$ cat src/rtl/even_wb_sched_if.sv
// rtl/even_wb_sched_if.sv - issue/check/writeback signal bundle for the even-pipe scheduler
//
// Purpose: groups every non-clock, non-reset signal of even_wb_sched.
//   master: decode-side driver (requests, flush/stall, register checks)
//   slave : the scheduler (grants, busy flags, expected writeback)
// Signals:
//   fix_req/fix_rt, byte_req/byte_rt : issue requests and destination registers
//   stall_in, flush                  : grant suppression / reservation kill
//   chk_ra, chk_rb                   : source registers to RAW-check
//   fix_gnt, byte_gnt                : issue grants (combinational)
//   busy_ra, busy_rb                 : pending-write flags (combinational)
//   wb_valid, wb_rt, wb_unit         : expected writeback this cycle (registered)
interface even_wb_sched_if;
    logic       fix_req;
    logic [6:0] fix_rt;
    logic       byte_req;
    logic [6:0] byte_rt;
    logic       stall_in;
    logic       flush;
    logic [6:0] chk_ra;
    logic [6:0] chk_rb;
    logic       fix_gnt;
    logic       byte_gnt;
    logic       busy_ra;
    logic       busy_rb;
    logic       wb_valid;
    logic [6:0] wb_rt;
    logic       wb_unit;

    modport master (
        output fix_req, fix_rt, byte_req, byte_rt, stall_in, flush, chk_ra, chk_rb,
        input  fix_gnt, byte_gnt, busy_ra, busy_rb, wb_valid, wb_rt, wb_unit
    );

    modport slave (
        input  fix_req, fix_rt, byte_req, byte_rt, stall_in, flush, chk_ra, chk_rb,
        output fix_gnt, byte_gnt, busy_ra, busy_rb, wb_valid, wb_rt, wb_unit
    );
endinterface

$ cat src/rtl/even_wb_sched.sv
// rtl/even_wb_sched.sv - even-pipe issue scheduler with writeback-slot reservation
//
// Purpose: grants at most one FIX or BYTE issue per cycle, only when the
// unit's writeback cycle is free, so the shared even result path never sees
// two results at once. A shift-register reservation table tracks in-flight
// destinations for RAW busy checks and predicts the writeback stream.
// Ports:
//   clk   : clock, all state updates on the rising edge
//   reset : synchronous active-high reset
//   bus   : even_wb_sched_if.slave (requests, checks, grants, busy, writeback)
// Parameters:
//   FIX_LAT / BYTE_LAT : grant-to-result latency of each unit (distinct, >= 1)
//   DEPTH              : reservation slots, greater than both latencies
module even_wb_sched #(
    parameter int FIX_LAT  = 2,
    parameter int BYTE_LAT = 4,
    parameter int DEPTH    = 8
) (
    input  logic           clk,
    input  logic           reset,
    even_wb_sched_if.slave bus
);

    typedef struct packed {
        logic       v;
        logic [6:0] rt;
        logic       unit;   // 0 = FIX, 1 = BYTE
    } slot_t;

    // slot_q[k] is the result expected k cycles after the current wb output.
    slot_t slot_q [DEPTH];
    logic  rr_q;            // unit holding priority: 0 = FIX, 1 = BYTE

    logic go;
    logic fix_elig;
    logic byte_elig;
    logic fix_gnt;
    logic byte_gnt;
    logic busy_a;
    logic busy_b;

    // A unit may issue only if the slot its result will occupy is free.
    assign go        = !bus.stall_in && !bus.flush && !reset;
    assign fix_elig  = go && bus.fix_req  && !slot_q[FIX_LAT].v;
    assign byte_elig = go && bus.byte_req && !slot_q[BYTE_LAT].v;

    assign fix_gnt  = fix_elig  && (!byte_elig || !rr_q);
    assign byte_gnt = byte_elig && (!fix_elig  ||  rr_q);

    assign bus.fix_gnt  = fix_gnt;
    assign bus.byte_gnt = byte_gnt;

    // Slot 0 is left out: that result is forwardable in the current cycle.
    always_comb begin
        busy_a = 1'b0;
        busy_b = 1'b0;
        for (int k = 1; k < DEPTH; k++) begin
            if (slot_q[k].v && slot_q[k].rt == bus.chk_ra) busy_a = 1'b1;
            if (slot_q[k].v && slot_q[k].rt == bus.chk_rb) busy_b = 1'b1;
        end
    end

    assign bus.busy_ra = busy_a && !reset;
    assign bus.busy_rb = busy_b && !reset;

    assign bus.wb_valid = slot_q[0].v;
    assign bus.wb_rt    = slot_q[0].rt;
    assign bus.wb_unit  = slot_q[0].unit;

    always_ff @(posedge clk) begin
        if (reset) begin
            for (int k = 0; k < DEPTH; k++) begin
                slot_q[k] <= '0;
            end
            rr_q <= 1'b0;
        end else if (bus.flush) begin
            // Kill every reservation; the current wb output has already been seen.
            for (int k = 0; k < DEPTH; k++) begin
                slot_q[k].v <= 1'b0;
            end
            rr_q <= 1'b0;
        end else begin
            for (int k = 0; k < DEPTH - 1; k++) begin
                slot_q[k] <= slot_q[k + 1];
            end
            slot_q[DEPTH - 1].v <= 1'b0;
            // slot[LAT] was empty before the shift, so LAT-1 is free after it.
            if (fix_gnt) begin
                slot_q[FIX_LAT - 1] <= '{v: 1'b1, rt: bus.fix_rt, unit: 1'b0};
                rr_q                <= 1'b1;
            end else if (byte_gnt) begin
                slot_q[BYTE_LAT - 1] <= '{v: 1'b1, rt: bus.byte_rt, unit: 1'b1};
                rr_q                 <= 1'b0;
            end
        end
    end

endmodule

$ cat src/flat_wrapper.sv
// flat-port wrapper written by rule: the top's interface ports become plain ports
module even_wb_sched_flat 
#(
    parameter int FIX_LAT  = 2,
    parameter int BYTE_LAT = 4,
    parameter int DEPTH    = 8
)
  (clk, reset, bus_fix_req, bus_fix_rt, bus_byte_req, bus_byte_rt, bus_stall_in, bus_flush, bus_chk_ra, bus_chk_rb, bus_fix_gnt, bus_byte_gnt, bus_busy_ra, bus_busy_rb, bus_wb_valid, bus_wb_rt, bus_wb_unit);
  even_wb_sched_if bus_i ();
  input  logic clk;
  input  logic reset;
  input wire logic [$bits(bus_i.fix_req)-1:0] bus_fix_req;
  input wire logic [$bits(bus_i.fix_rt)-1:0] bus_fix_rt;
  input wire logic [$bits(bus_i.byte_req)-1:0] bus_byte_req;
  input wire logic [$bits(bus_i.byte_rt)-1:0] bus_byte_rt;
  input wire logic [$bits(bus_i.stall_in)-1:0] bus_stall_in;
  input wire logic [$bits(bus_i.flush)-1:0] bus_flush;
  input wire logic [$bits(bus_i.chk_ra)-1:0] bus_chk_ra;
  input wire logic [$bits(bus_i.chk_rb)-1:0] bus_chk_rb;
  output wire logic [$bits(bus_i.fix_gnt)-1:0] bus_fix_gnt;
  output wire logic [$bits(bus_i.byte_gnt)-1:0] bus_byte_gnt;
  output wire logic [$bits(bus_i.busy_ra)-1:0] bus_busy_ra;
  output wire logic [$bits(bus_i.busy_rb)-1:0] bus_busy_rb;
  output wire logic [$bits(bus_i.wb_valid)-1:0] bus_wb_valid;
  output wire logic [$bits(bus_i.wb_rt)-1:0] bus_wb_rt;
  output wire logic [$bits(bus_i.wb_unit)-1:0] bus_wb_unit;
  assign bus_i.fix_req = bus_fix_req;
  assign bus_i.fix_rt = bus_fix_rt;
  assign bus_i.byte_req = bus_byte_req;
  assign bus_i.byte_rt = bus_byte_rt;
  assign bus_i.stall_in = bus_stall_in;
  assign bus_i.flush = bus_flush;
  assign bus_i.chk_ra = bus_chk_ra;
  assign bus_i.chk_rb = bus_chk_rb;
  assign bus_fix_gnt = bus_i.fix_gnt;
  assign bus_byte_gnt = bus_i.byte_gnt;
  assign bus_busy_ra = bus_i.busy_ra;
  assign bus_busy_rb = bus_i.busy_rb;
  assign bus_wb_valid = bus_i.wb_valid;
  assign bus_wb_rt = bus_i.wb_rt;
  assign bus_wb_unit = bus_i.wb_unit;
  even_wb_sched #(.FIX_LAT(FIX_LAT), .BYTE_LAT(BYTE_LAT), .DEPTH(DEPTH)) u_core (.clk(clk), .reset(reset), .bus(bus_i));
endmodule
$ cat config.mk
export PLATFORM = sky130hd
export DESIGN_NAME = even_wb_sched_flat
export DESIGN_NICKNAME = d
export VERILOG_FILES = /design/src/rtl/even_wb_sched_if.sv /design/src/rtl/even_wb_sched.sv /design/src/flat_wrapper.sv
export SDC_FILE = /design/constraint.sdc
export NUM_CORES = 1
export LEC_CHECK = 0
export ABC_AREA = 1
export CORE_UTILIZATION = 55
export CTS_CLUSTER_SIZE = 16
export DETAILED_ROUTE_END_ITERATION = 16
export GPL_TIMING_DRIVEN = 1
export PLACE_DENSITY = 0.81
export SETUP_SLACK_MARGIN = 0.3
export SLEW_MARGIN = 40
export SYNTH_ARGS = -nofsm -noshare
export SYNTH_HDL_FRONTEND = slang
export SYNTH_SLANG_ARGS = --single-unit
$ cat constraint.sdc
create_clock -name clk -period 3.4 [get_ports clk]
set_input_delay 0.68 -clock clk [delete_from_list [all_inputs] [get_ports clk]]
set_output_delay 0.68 -clock clk [all_outputs]
set_load 0.05 [all_outputs]
==> results of run 1 <==
==> synthesized netlist by cell type <==
cell type / number
nand2_1: 117
o21ai_2: 1
clkbuf_1: 1
nand3_1: 8
inv_2: 1
nand2_2: 3
nor2_2: 1
inv_1: 63
buf_4: 7
xnor2_1: 6
dfxtp_1: 2
a21oi_1: 8
nor2_4: 1
edfxtp_1: 35
o21ai_0: 1
o21ai_1: 5
o211ai_1: 2
nor2_1: 40
conb_1: 1
buf_6: 1
nand4_1: 2
buf_2: 1
==> flip-flops by register name (all words and copies together), names as in the netlist <==
register / count
u_core.slot_q: 36
u_core.rr_q: 1
==> tightest hold or removal path, stage by stage, from the launching register on <==
cell and delay (ps):
dfxtp_1 340, a21oi_1 60, nor2_1 80
==> kinds of logic after synthesis <==
| group | share of synthesized area (%) |
|---|---|
| and+or+nand+nor | 30.4 |
| buffers and inverters | 14.0 |
| DFF | 48.9 |
| AOI/OAI and AO/OA | 4.20 |
| xor gates and xnor gates | 2.35 |
| other | 0.168 |
==> how the worst max path moves through the flow <==
stage,to,slack [ps],depth (start not counted)
after floorplan,bus_byte_gnt,1190,6
after global placement,bus_busy_rb,680,10
after detailed placement,bus_busy_rb,630,9
after CTS,bus_busy_rb,580,9
after global routing,bus_busy_rb,490,12
final,bus_busy_rb,560,9
==> metrics by stage <==
step | hold WS, ps | total power, W | std cells | area [sq um] | util (%)
6_report | 522 | 0.00111 | 403 | 2830 | 74.9
5_1_grt | 590 | 0.00115 | 403 | 2830 | 74.9
2_1_floorplan | 462 | 0.000667 | 309 | 2240 | -
4_1_cts | 520 | 0.00111 | 403 | 2830 | 74.9
3_3_place_gp | 498 | 0.000742 | 395 | 2720 | 72.1
3_5_place_dp | 509 | 0.000748 | 395 | 2720 | 72.1
==> layer usage <==
metal | wire, microns | GRT usage [%] | vias up | share of wire [%]
met5 | 0 | 0 | - | 0
met4 | 145 | 15.5 | 0 | 2.7
met3 | 367 | 5.38 | 15 | 6.9
met2 | 2710 | 47.3 | 91 | 51
met1 | 2100 | 32.5 | 916 | 39
li1 | - | - | 1009 | -
==> where the power goes <==
group,switching (W),leakage [nW],internal [W],total [W]
clock,0.000153,0.0552,0.000217,0.000370
sequential,0.0000166,0.402,0.000526,0.000542
combinational,0.000118,0.912,0.0000811,0.000199
==> area by class of cell <==
class                   instances  share of cell area, %
flip-flops and latches         37                   38.6
multi-input cells             198                   29.6
repair buffers                 48                   17.4
inverters                      64                   8.50
clock buffers                   6                   2.57
well taps                      48                   2.13
clock inverters                 2                   1.24
==> impl_metrics.py, run 1 <==
metrics = {
    "clock_network": {
        "cts-hold-fix-buffers": 0,
        "cts_tree": "built",
        "cts_buffer_depth": 2,
        "clk-insertion-delay-late_ps": 300,
        "htree_levels": 2,
        "numCtsBuffers": 5,
        "cts_setup_buffers": 0,
        "clkTransAtPathRegs_ps": 70,
        "ctsResizeCount": 0,
        "root_buffer": "clkbuf_8",
        "cts_sinks": 37,
    },
    "yosys": {
        "syn_inst": 307,
        "synth-seq-cells": 37,
        "synth.area.top_cells": "edfxtp_1 (47%), nand2_1 (20%), inv_1 (11%)",
        "syn-cell-area_sq_um": 2230,
        "synth_top_area_share_pct": 47.1,
        "yosys_warnings": 0,
        "synth.distinct_cells": 22,
        "yosysSeqAreaShare_pct": 48.9,
        "avgSynthCellArea_sq_um": 7.27,
        "yosysTopAreaCell": "edfxtp_1",
    },
    "min_path": {
        "worstHoldStart": "u_core.rr_q",
        "hold_path_depth": 2,
        "hp-class": "register to register",
        "hold_end": "u_core.rr_q",
    },
    "cells_and_area": {
        "layout_common_cells": "nand2_1 (117), inv_1 (63), clkdlybuf4s50_1 (42)",
        "diodes": 0,
        "drive_gt1_share_pct": 5.63,
        "final_common_cell": "nand2_1",
        "syn_to_final_growth_pct": 26.6,
        "nFillCells": 294,
        "multi_input_area_sq_um": 836,
        "nNetsFinal": 388,
        "seq_area_sq_um": 1090,
    },
    "timing": {
        "fin_skew_ps": 8.27,
        "fin_ws_ps": 560,
        "finalCriticalPeriod_ps": 2840,
        "max_slew_margin_pct": 51.1,
        "final-setup-viol-count": 0,
        "fin_tns_setup_ps": 0,
        "worst_slew_pin_slew_ps": 733,
        "finalCritPeriodShare_pct": 83.5,
        "grt_setup_unrepaired": "false",
        "max_freq_mhz": 352,
        "slew_violations": 0,
        "final-hold-violation-count": 0,
    },
    "global_routing": {
        "grt_pass1_wl_microns": 8520,
        "grt_max_degree": 33,
        "grt_overflow_total": 0,
        "grt_pass1_vias": 1880,
        "grt_use_total_pct": 27.8,
        "antenna_found_initial": 0,
    },
    "floorplan": {
        "die_h_microns": 65.7,
        "die_x_microns": 65.7,
        "ios": 47,
        "die-area_sq_um": 4320,
        "start_util_pct": 59.2,
        "core_area_sq_um": 3770,
        "num_rows": 22,
    },
    "worst_setup_path": {
        "crit_chain": "clkdlybuf4s50_1 -> xnor2_1 -> nand2_1 -> nor2_1 -> nand2_1 -> nand3_1 -> nand2_1 -> inv_1 -> buf_12",
        "worst_setup_path_start_kind": "primary input",
        "endpoint_kind": "output port",
        "critPathMostFrequentCell": "nand2_1",
        "slowest_stage": "clkdlybuf4s50_1",
        "rr_endpoint": "u_core.slot_q[1][12]",
        "critPathBufInv": 3,
        "worstPathRequired_ps": 2720,
        "reg2reg_slack_ps": 1950,
        "crit_start": "bus_chk_rb[1]",
        "crit_arrival_ps": 2160,
        "cp_top_family": "buffers and inverters",
        "r2r-start": "u_core.slot_q[1][8]",
        "cpPeakStageDelay_ps": 530,
        "critical_path_class": "primary input to output port",
        "critPathMaxFanout": 4,
        "worstRegToRegCells": 5,
    },
    "routing": {
        "final_antenna_net_count": 0,
        "avgViaCountPerCell": 5.04,
        "wl_per_cell_microns": 13.2,
        "firstDrtPassIters": 5,
        "vias": 2031,
        "drt-total-wl_microns": 5320,
        "drtIter0Drc": 198,
        "drcViolationCount": 0,
    },
    "placed_design": {
        "pre_cts_ws_ps": 628,
        "io_buffer_count": 46,
        "gp_congestion": 0.991,
        "dp_hpwl_microns": 4060,
    },
    "status": {
        "status": "completed",
    },
    "power": {
        "power_density_nw_per_um2": 393,
        "leakagePower_nw": 1.37,
        "irDropWorstVdd_mv": 0.271,
    },
    "flow_run": {
        "maxCapViolCount": 0,
    },
}
No activity file was read; power rests on OpenSTA's default activity.
==> run 2: changes to the inputs <==
--- a/config.mk
+++ b/config.mk
@@ -6,11 +6,11 @@
 export NUM_CORES = 1
 export LEC_CHECK = 0
 export ABC_AREA = 1
-export CORE_UTILIZATION = 55
+export CORE_UTILIZATION = 46
 export CTS_CLUSTER_SIZE = 16
 export DETAILED_ROUTE_END_ITERATION = 16
 export GPL_TIMING_DRIVEN = 1
-export PLACE_DENSITY = 0.81
+export PLACE_DENSITY = 0.72
 export SETUP_SLACK_MARGIN = 0.3
 export SLEW_MARGIN = 40
 export SYNTH_ARGS = -nofsm -noshare
==> constraint.sdc (replaced) <==
create_clock -name clk -period 2.3 [get_ports clk]
set_input_delay 0.46 -clock clk [delete_from_list [all_inputs] [get_ports clk]]
set_output_delay 0.46 -clock clk [all_outputs]
set_load 0.05 [all_outputs]
==> impl_metrics.py, run 2 (same netlist as run 1, synthesis figures left out) <==
metrics = {
    "worst_setup_path": {
        "crit_chain": "dlygate4sd2_1 -> inv_1 -> nand2_1 -> nand2_1 -> nand2_1 -> nor2_1 -> nand2_1 -> nand3_1 -> nand2_1 -> inv_2 -> buf_12",
        "crit_arrival_ps": 1550,
        "critical_path_class": "primary input to output port",
        "critPathMaxFanout": 4,
        "cpPeakStageDelay_ps": 280,
        "cp_top_family": "buffers and inverters",
        "critPathMostFrequentCell": "nand2_1",
        "slowest_stage": "dlygate4sd2_1",
        "endpoint_kind": "output port",
        "critPathBufInv": 4,
        "worstPathRequired_ps": 1840,
        "worst_setup_path_start_kind": "primary input",
    },
    "floorplan": {
        "die_h_microns": 71.7,
        "ios": 47,
        "start_util_pct": 49.6,
        "core_area_sq_um": 4500,
        "die-area_sq_um": 5140,
        "num_rows": 24,
        "die_x_microns": 71.7,
    },
    "placed_design": {
        "gp_congestion": 0.947,
        "io_buffer_count": 46,
        "pre_cts_ws_ps": -14.7,
        "dp.cells": 405,
        "dp_hpwl_microns": 4000,
    },
    "timing": {
        "worst_slew_pin_slew_ps": 506,
        "finalCriticalPeriod_ps": 2010,
        "slew_violations": 0,
        "final-hold-violation-count": 0,
        "fin_ws_ps": 286,
        "fin_skew_ps": 6.63,
        "fin_tns_setup_ps": 0,
        "timing.hold.ws_ps": 534,
        "max_slew_margin_pct": 66.2,
        "final-setup-viol-count": 0,
        "max_freq_mhz": 497,
        "finalCritPeriodShare_pct": 87.6,
        "grt_setup_unrepaired": "true",
    },
    "routing": {
        "final_antenna_net_count": 0,
        "drcViolationCount": 0,
        "drt-total-wl_microns": 5210,
        "wl_per_cell_microns": 12.5,
        "vias": 1932,
        "drtIter0Drc": 172,
        "firstDrtPassIters": 4,
        "avgViaCountPerCell": 4.63,
    },
    "clock_network": {
        "clkTransAtPathRegs_ps": 70,
        "htree_levels": 2,
        "root_buffer": "clkbuf_8",
        "cts_sinks": 37,
        "numCtsBuffers": 5,
        "clk-insertion-delay-late_ps": 290,
        "cts_tree": "built",
        "cts_buffer_depth": 2,
    },
    "cells_and_area": {
        "diodes": 0,
        "finalNonFillerCells": 417,
        "regMostFlops": "u_core.slot_q",
        "final_common_cell": "nand2_1",
        "largest_reg_flops": 36,
        "nFillCells": 422,
        "drive_gt1_share_pct": 13.7,
        "reg_top3": "u_core.slot_q (36), u_core.rr_q (1)",
        "layout_common_cells": "nand2_1 (114), inv_1 (51), nor2_1 (38)",
        "nNetsFinal": 398,
        "syn_to_final_growth_pct": 31.8,
    },
    "power": {
        "total_power_w": 0.00165,
        "power_density_nw_per_um2": 562,
        "irDropWorstVdd_mv": 0.307,
        "leakagePower_nw": 1.43,
    },
    "global_routing": {
        "grt_overflow_total": 0,
        "grt_use_total_pct": 21.6,
        "grt_pass1_wl_microns": 8380,
        "grt_pass1_vias": 1782,
        "grt_max_degree": 33,
        "antenna_found_initial": 0,
    },
    "flow_run": {
        "maxCapViolCount": 0,
    },
    "status": {
        "status": "completed",
    },
    "min_path": {
        "hp-class": "register to register",
    },
}
==> run 2: metrics by stage <==
step | instance area (sq um) | utilization (%)
after floorplan | 2240 | -
after global placement | 2790 | 62.0
after detailed placement | 2790 | 62.0
after CTS | 2890 | 64.3
after global routing | 2940 | 65.3
final | 2940 | 65.3
==> run 2: final cells by class <==
cell class	count	area, sq um	area share (%)
sequential	37	1090	37.1
multi-input combinational	198	861	29.3
clock inverter	3	41.3	1.40
timing repair buffer	58	574	19.5
tap	52	65.1	2.21
clock buffer	5	68.8	2.34
inverter	64	240	8.17
==> run 2: worst paths after layout <==
path                       startpoint  slack [ps]  depth (start not counted)                    to
setup / recovery        bus_chk_rb[3]         290                         11           bus_busy_rb
hold / removal            u_core.rr_q         530                          2           u_core.rr_q
setup reg to reg  u_core.slot_q[1][8]         920                          8  u_core.slot_q[0][14]
hold reg to reg           u_core.rr_q         530                          2           u_core.rr_q
==> run 2: where the power goes <==
group          internal [W]  switching, W  leakage [nW]
registers          0.000777     0.0000239         0.402
logic              0.000126      0.000179         0.981
clock network      0.000319      0.000229        0.0518
total               0.00122      0.000432          1.43
==> run 2: repair_timing <==
item                       CTS  global route
gates resized for setup     20            18
setup endpoints to repair    4             2
hold buffers                 0             0
pin swaps                    4             9
buffers inserted             1             3
==> run 2: layer usage <==
layer	track usage (%)	routed length, microns	vias to the layer above
li1	-	-	1029
met5	0	0	-
met3	4.22	351	5
met1	29.3	2400	840
met4	4.58	41	0
met2	36.0	2420	58
==> run 2: worst min-delay path, stage by stage (launching register included) <==
cell and delay, ps:
dfxtp_1 330, a21oi_1 120, nor2_1 50
